### src/rtl/queue_slot_reader.sv
// Consumer side of a BRAM-backed circular command queue: polls the slot at rd_ptr,
// forwards valid entries on an AXI-Stream master, then hands the slot back cleared.
module queue_slot_reader #(
   parameter int SIZE      = 16,
   parameter int WIDTH     = 64,
   parameter int VALID_BIT = WIDTH - 1
) (
   input  logic                    clk,
   input  logic                    rstn,
   output logic                    mem_en,
   output logic                    mem_we,
   output logic [$clog2(SIZE)-1:0] mem_addr,
   output logic [WIDTH-1:0]        mem_din,
   input  logic [WIDTH-1:0]        mem_dout,
   output logic [WIDTH-1:0]        out_tdata,
   output logic                    out_tvalid,
   input  logic                    out_tready,
   output logic [$clog2(SIZE)-1:0] rd_ptr,
   output logic [31:0]             consumed
);

   localparam int AW = $clog2(SIZE);
   localparam logic [AW-1:0] LAST_SLOT = AW'(SIZE - 1);

   typedef enum logic [2:0] {IDLE, READ, CHECK, SEND, CLEAR} state_t;

   state_t           state, nextState;
   logic [WIDTH-1:0] dataQ;
   logic [WIDTH-1:0] clearedData;

   always_comb begin
      clearedData            = dataQ;
      clearedData[VALID_BIT] = 1'b0;
   end

   always_ff @(posedge clk) begin
      if (!rstn) begin
         state    <= IDLE;
         rd_ptr   <= '0;
         consumed <= '0;
         dataQ    <= '0;
      end else begin
         state <= nextState;
         if (state == CHECK && mem_dout[VALID_BIT])
            dataQ <= mem_dout;
         if (state == SEND && out_tready)
            consumed <= consumed + 32'd1;
         // SIZE need not be a power of two, so wrap explicitly
         if (state == CLEAR)
            rd_ptr <= (rd_ptr == LAST_SLOT) ? '0 : rd_ptr + AW'(1);
      end
   end

   always_comb begin
      nextState  = state;
      mem_en     = 1'b0;
      mem_we     = 1'b0;
      mem_addr   = '0;
      mem_din    = '0;
      out_tvalid = 1'b0;
      out_tdata  = '0;
      unique case (state)
         IDLE: nextState = READ;
         READ: begin
            mem_en    = 1'b1;
            mem_addr  = rd_ptr;
            nextState = CHECK;
         end
         CHECK: nextState = mem_dout[VALID_BIT] ? SEND : READ;
         SEND: begin
            out_tvalid = 1'b1;
            out_tdata  = dataQ;
            if (out_tready)
               nextState = CLEAR;
         end
         CLEAR: begin
            mem_en    = 1'b1;
            mem_we    = 1'b1;
            mem_addr  = rd_ptr;
            mem_din   = clearedData;
            nextState = READ;
         end
         default: nextState = IDLE;
      endcase
   end

endmodule

### config.mk
export PLATFORM = sky130hd
export DESIGN_NAME = queue_slot_reader
export DESIGN_NICKNAME = d
export VERILOG_FILES = /design/src/rtl/queue_slot_reader.sv
export SDC_FILE = /design/constraint.sdc
export NUM_CORES = 1
export LEC_CHECK = 0
export CORE_MARGIN = 1.5
export CORE_UTILIZATION = 44
export DETAILED_ROUTE_END_ITERATION = 8
export PLACE_DENSITY_LB_ADDON = 0.3
export SLEW_MARGIN = 20
export SYNTH_ARGS = -nofsm -noshare
export SYNTH_HDL_FRONTEND = slang
export SYNTH_SLANG_ARGS = --single-unit
### constraint.sdc
create_clock -name clk -period 3.95 [get_ports clk]
set_clock_uncertainty 0.2 [all_clocks]
set_input_delay 0.9875 -clock clk [delete_from_list [all_inputs] [get_ports clk]]
set_output_delay 0.9875 -clock clk [all_outputs]
set_load 0.01 [all_outputs]
==> flow_summary.html <==
<table>
<tr><th>Metric</th><th>Value</th></tr>
<tr><th colspan="2">Timing</th></tr>
<tr><td>Max frequency</td><td>292 MHz</td></tr>
<tr><td>Setup repair after global routing missed its margin</td><td>no</td></tr>
<tr><td>Minimum clock period after layout</td><td>3430 ps</td></tr>
<tr><td>Share of the clock period used by the worst path</td><td>86.8%</td></tr>
<tr><td>Setup-failing EPs final</td><td>0</td></tr>
<tr><td>Hold violation count in the final report</td><td>0</td></tr>
<tr><td>Relative slew margins</td><td>55.9%</td></tr>
<tr><td>Actual transition at the worst max-transition pin</td><td>662 ps</td></tr>
<tr><td>Final total negative setup slack</td><td>0 ps</td></tr>
<tr><td>Final Max Slew Viols</td><td>0</td></tr>
<tr><th colspan="2">Synthesis</th></tr>
<tr><td>Synth warn</td><td>0</td></tr>
<tr><td>Number of synthesized flops with an enable pin</td><td>0</td></tr>
<tr><td>Synthesized flop and latch total</td><td>103</td></tr>
<tr><td>Proportion of synthesized chip area in sequential cells</td><td>42.1%</td></tr>
<tr><td>Fraction of synthesis flops using an asynchronous set or reset pin</td><td>0%</td></tr>
<tr><td>Average cell area after synthesis</td><td>7.60 um^2</td></tr>
<tr><td>Number of instances in the synthesized netlist</td><td>645</td></tr>
<tr><td>Predominant post-synthesis flop cell</td><td>sky130_fd_sc_hd__dfxtp_1</td></tr>
<tr><td>Synthesized netlist net count</td><td>714</td></tr>
<tr><td>Area of the mapped netlist</td><td>4900 um^2</td></tr>
<tr><td>Unique cell type count in the Yosys netlist</td><td>34</td></tr>
<tr><th colspan="2">Power</th></tr>
<tr><td>Share of power burned in the clock network</td><td>35.1%</td></tr>
<tr><td>Switching power share of the total</td><td>23.3%</td></tr>
<tr><td>Combinational power share</td><td>8.2%</td></tr>
<tr><td>Total power density per cell area</td><td>252 nW/um^2</td></tr>
<tr><td>Power Internal</td><td>0.00145 W</td></tr>
<tr><td>Largest voltage drop on the vdd net</td><td>0.165 mV</td></tr>
<tr><td>Switching pwr</td><td>0.000441 W</td></tr>
<tr><td>Power share of the sequential group</td><td>56.7%</td></tr>
<tr><td>Static leakage</td><td>2.56 nW</td></tr>
<tr><th colspan="2">Flow run</th></tr>
<tr><td>Max Cap Violations</td><td>0</td></tr>
<tr><th colspan="2">Clock tree</th></tr>
<tr><td>CTS clock-pin slew for the worst setup and hold paths</td><td>100 ps</td></tr>
<tr><td>Post-CTS setup buffer count</td><td>0</td></tr>
<tr><td>TritonCTS Buffers</td><td>9</td></tr>
<tr><td>Post-CTS Hold Buffers</td><td>0</td></tr>
<tr><td>Clock tree buffer depth</td><td>2</td></tr>
<tr><td>Root buffer selected by CTS</td><td>sky130_fd_sc_hd__clkbuf_8</td></tr>
<tr><td>Number of H-tree branching levels</td><td>3</td></tr>
<tr><td>TritonCTS clock tree</td><td>built</td></tr>
<tr><td>Cells resized by post-CTS repair</td><td>0</td></tr>
<tr><td>Clk sink count</td><td>103</td></tr>
<tr><td>Latest clock arrival within the worst-skew pair</td><td>350 ps</td></tr>
<tr><th colspan="2">Detailed routing</th></tr>
<tr><td>Post-detailed-routing wire length</td><td>14900 um</td></tr>
<tr><td>Remaining design rule violation count</td><td>0</td></tr>
<tr><td>Routed wire length per instance</td><td>15.0 um</td></tr>
<tr><td>Vias per inst</td><td>5.16</td></tr>
<tr><td>Final antenna-violating net count</td><td>0</td></tr>
<tr><td>Number of vias in the routed layout</td><td>5138</td></tr>
<tr><td>First-pass detailed-route iteration total</td><td>5</td></tr>
<tr><td>Starting DRC count in detailed routing</td><td>254</td></tr>
<tr><th colspan="2">Floorplanning</th></tr>
<tr><td>Chip Height</td><td>109 um</td></tr>
<tr><td>Core footprint</td><td>10800 um^2</td></tr>
<tr><td>Starting density of the core</td><td>45.2%</td></tr>
<tr><td>Die Wd</td><td>109 um</td></tr>
<tr><td>Area enclosed by the die boundary</td><td>11800 um^2</td></tr>
<tr><td>Top-Level Pins</td><td>238</td></tr>
<tr><td>FP Rows</td><td>38</td></tr>
<tr><th colspan="2">Global route</th></tr>
<tr><td>Number of global-route vias before repair</td><td>4899</td></tr>
<tr><td>GR Util All Layers</td><td>24.9%</td></tr>
<tr><td>Initial antenna violation count</td><td>0</td></tr>
<tr><td>Maximum number of pins on one net before global-route repair</td><td>55</td></tr>
<tr><td>Final global-route overflow total</td><td>0</td></tr>
<tr><td>Global-route wire length before repair</td><td>23400 um</td></tr>
<tr><th colspan="2">Worst setup path</th></tr>
<tr><td>RR Endpoint</td><td>consumed[31]</td></tr>
<tr><td>Type of origin of the critical path</td><td>register</td></tr>
<tr><td>Data arrival at the endpoint of the critical path</td><td>2240 ps</td></tr>
<tr><td>Required time worst endpoint</td><td>2760 ps</td></tr>
<tr><td>Internal reg-to-reg setup slack</td><td>1390 ps</td></tr>
<tr><td>Kind of end point of the critical path</td><td>output port</td></tr>
<tr><td>Crit path max fanout</td><td>41</td></tr>
<tr><td>Buffering stage count on the worst path with inverters included</td><td>3</td></tr>
<tr><td>Source of the worst register-to-register timing path</td><td>state[1]</td></tr>
<tr><td>Largest stage delay on the critical path</td><td>580 ps</td></tr>
<tr><td>Critical-path top delay cell</td><td>sky130_fd_sc_hd__clkdlybuf4s50_1</td></tr>
<tr><td>Cell family with the largest share of critical-path delay</td><td>buffers and inverters</td></tr>
<tr><td>Worst path cell trace</td><td>nand3b_4 -&gt; inv_1 -&gt; buf_4 -&gt; and2_1 -&gt; clkdlybuf4s50_1</td></tr>
<tr><td>Number of cells on the worst reg-to-reg path</td><td>4</td></tr>
<tr><td>Setup CP Type</td><td>register to output port</td></tr>
<tr><th colspan="2">Placement</th></tr>
<tr><td>Post-DP HPWL</td><td>11000 um</td></tr>
<tr><td>Total placed cells including tap cells</td><td>981</td></tr>
<tr><td>Number of buffers inserted by port buffering</td><td>236</td></tr>
<tr><td>RePlAce Congestion</td><td>0.801</td></tr>
<tr><th colspan="2">Final layout</th></tr>
<tr><td>Antenna cell count</td><td>0</td></tr>
<tr><td>Area added between synthesis and finish</td><td>53.6%</td></tr>
<tr><td>Number of filler cells placed in the layout</td><td>872</td></tr>
<tr><td>Count of non-filler cells in the finished layout</td><td>996</td></tr>
<tr><td>Area taken by flip-flops and latches</td><td>2060 um^2</td></tr>
<tr><td>Total area of multi-input combinational cells</td><td>2620 um^2</td></tr>
<tr><td>Ratio of cells with drive above 1 in the final layout</td><td>3.39%</td></tr>
<tr><td>Final layout net count</td><td>921</td></tr>
<tr><th colspan="2">Min path</th></tr>
<tr><td>Hold Path Depth</td><td>2</td></tr>
<tr><td>Worst hold endpoint</td><td>dataQ[30]</td></tr>
<tr><td>Worst min-delay path startpoint</td><td>dataQ[30]</td></tr>
<tr><td>Path class of the lowest-slack min-delay path</td><td>register to register</td></tr>
<tr><th colspan="2">Status</th></tr>
<tr><td>Status</td><td>completed</td></tr>
</table>
==> how the worst max path moves through the flow <==
stage / from / end / slack [ps] / cells after the start
floorplan: state[1] / mem_din[23] / 1250 / 5
global placement: out_tready / consumed[31] / 510 / 5
detailed placement: out_tready / consumed[31] / 450 / 5
CTS: state[1] / out_tdata[43] / 510 / 5
global route: state[1] / out_tdata[36] / 380 / 5
finish: state[1] / out_tdata[43] / 520 / 5
==> layout by cell type, fill, tap and decap left out, types with 2 or more instances in the layout <==
cell and instances:
sky130_fd_sc_hd__clkdlybuf4s50_1 236, sky130_fd_sc_hd__nand2_1 144, sky130_fd_sc_hd__and2_1 132, sky130_fd_sc_hd__dfxtp_1 103, sky130_fd_sc_hd__a21oi_1 88, sky130_fd_sc_hd__or4_1 17
sky130_fd_sc_hd__nor2_1 16, sky130_fd_sc_hd__o31ai_1 16, sky130_fd_sc_hd__nand3_1 10, sky130_fd_sc_hd__clkbuf_8 10, sky130_fd_sc_hd__buf_4 9, sky130_fd_sc_hd__xnor2_1 8
sky130_fd_sc_hd__o21ai_0 8, sky130_fd_sc_hd__nand4_1 8, sky130_fd_sc_hd__or3_1 8, sky130_fd_sc_hd__inv_1 7, sky130_fd_sc_hd__nor3_1 4, sky130_fd_sc_hd__and4_1 4
sky130_fd_sc_hd__xor2_1 3, sky130_fd_sc_hd__nor4_1 3, sky130_fd_sc_hd__nor3b_2 2, sky130_fd_sc_hd__mux2i_1 2, sky130_fd_sc_hd__ha_1 2
==> power by group through the flow <==
stage | combinational [W] | sequential, W | clock [W]
final | 0.000156 | 0.00107 | 0.000666
after global routing | 0.000170 | 0.00108 | 0.000725
after CTS | 0.000156 | 0.00107 | 0.000678
after detailed placement | 0.000156 | 0.00110 | 0
after global placement | 0.000151 | 0.00110 | 0
after floorplan | 0.0000660 | 0.00109 | 0
==> final cells by class <==
class                   instances  area share [%]
clock buffers                  11            1.88
flip-flops and latches        103            27.4
repair buffers                246            32.5
multi-input cells             484            34.8
inverters                       8           0.399
well taps                     140            2.33
clock inverters                 4           0.731
==> cells by family after synthesis <==
| kind of cell | Yosys count | synth area share [%] |
|---|---|---|
| XOR/XNOR | 11 | 1.96 |
| AO/OA/AOI/OAI | 114 | 12.5 |
| multiplexers | 2 | 0.408 |
| flip-flops | 103 | 42.1 |
| buffers and inverters | 58 | 4.72 |
| AND/OR/NAND/NOR | 354 | 37.7 |
| other | 1 | 0.0765 |
| adder cells (fa/ha/maj) | 2 | 0.510 |
==> worst reg2reg max path, cell delays in order, from the launching register on <==
cell                       delay (ps)
sky130_fd_sc_hd__dfxtp_1          520
sky130_fd_sc_hd__nand3b_4         160
sky130_fd_sc_hd__or4_1            880
sky130_fd_sc_hd__or4_1            580
sky130_fd_sc_hd__a21oi_1          160
==> stage by stage <==
stage                     power [W]  setup slack, ps  hold WS, ps  instance area (um^2)  util (%)
after global placement      0.00125              513          244                  7340      67.7
final                       0.00190              523          271                  7530      69.5
after CTS                   0.00191              512          271                  7530      69.5
after global routing        0.00197              382          288                  7530      69.5
after detailed placement    0.00125              446          256                  7340      67.7
after floorplan             0.00116             1250          232                  4900         -
==> sequential cells by signal (all words and copies together), names as in the netlist <==
register  count
consumed     32
rd_ptr        4
state         3
dataQ        64
==> metal layers <==
layer | GRT usage (%) | routed length [um] | vias to the layer above
li1 | - | - | 2533
met1 | 28.6 | 5910 | 2403
met2 | 44.2 | 7630 | 188
met3 | 8.02 | 1220 | 14
met4 | 6.58 | 193 | 0
met5 | 0 | 0 | -
==> Yosys cell counts (all sizes together), types with 5 or more instances <==
cell    number  share of area (%)
dfxtp      103                 42
o21ai        8               0.82
and2       132                 17
xnor2        8                1.4
o31ai       16                2.4
or3          8                1.0
buf          5               0.66
nor2        16                1.2
nand4        8                1.0
inv          8               0.61
nand3       10                1.0
nand2      144                 11
clkbuf      45                3.4
a21oi       88                9.0
or4         17                2.6
No activity file was read; power rests on OpenSTA's default activity.
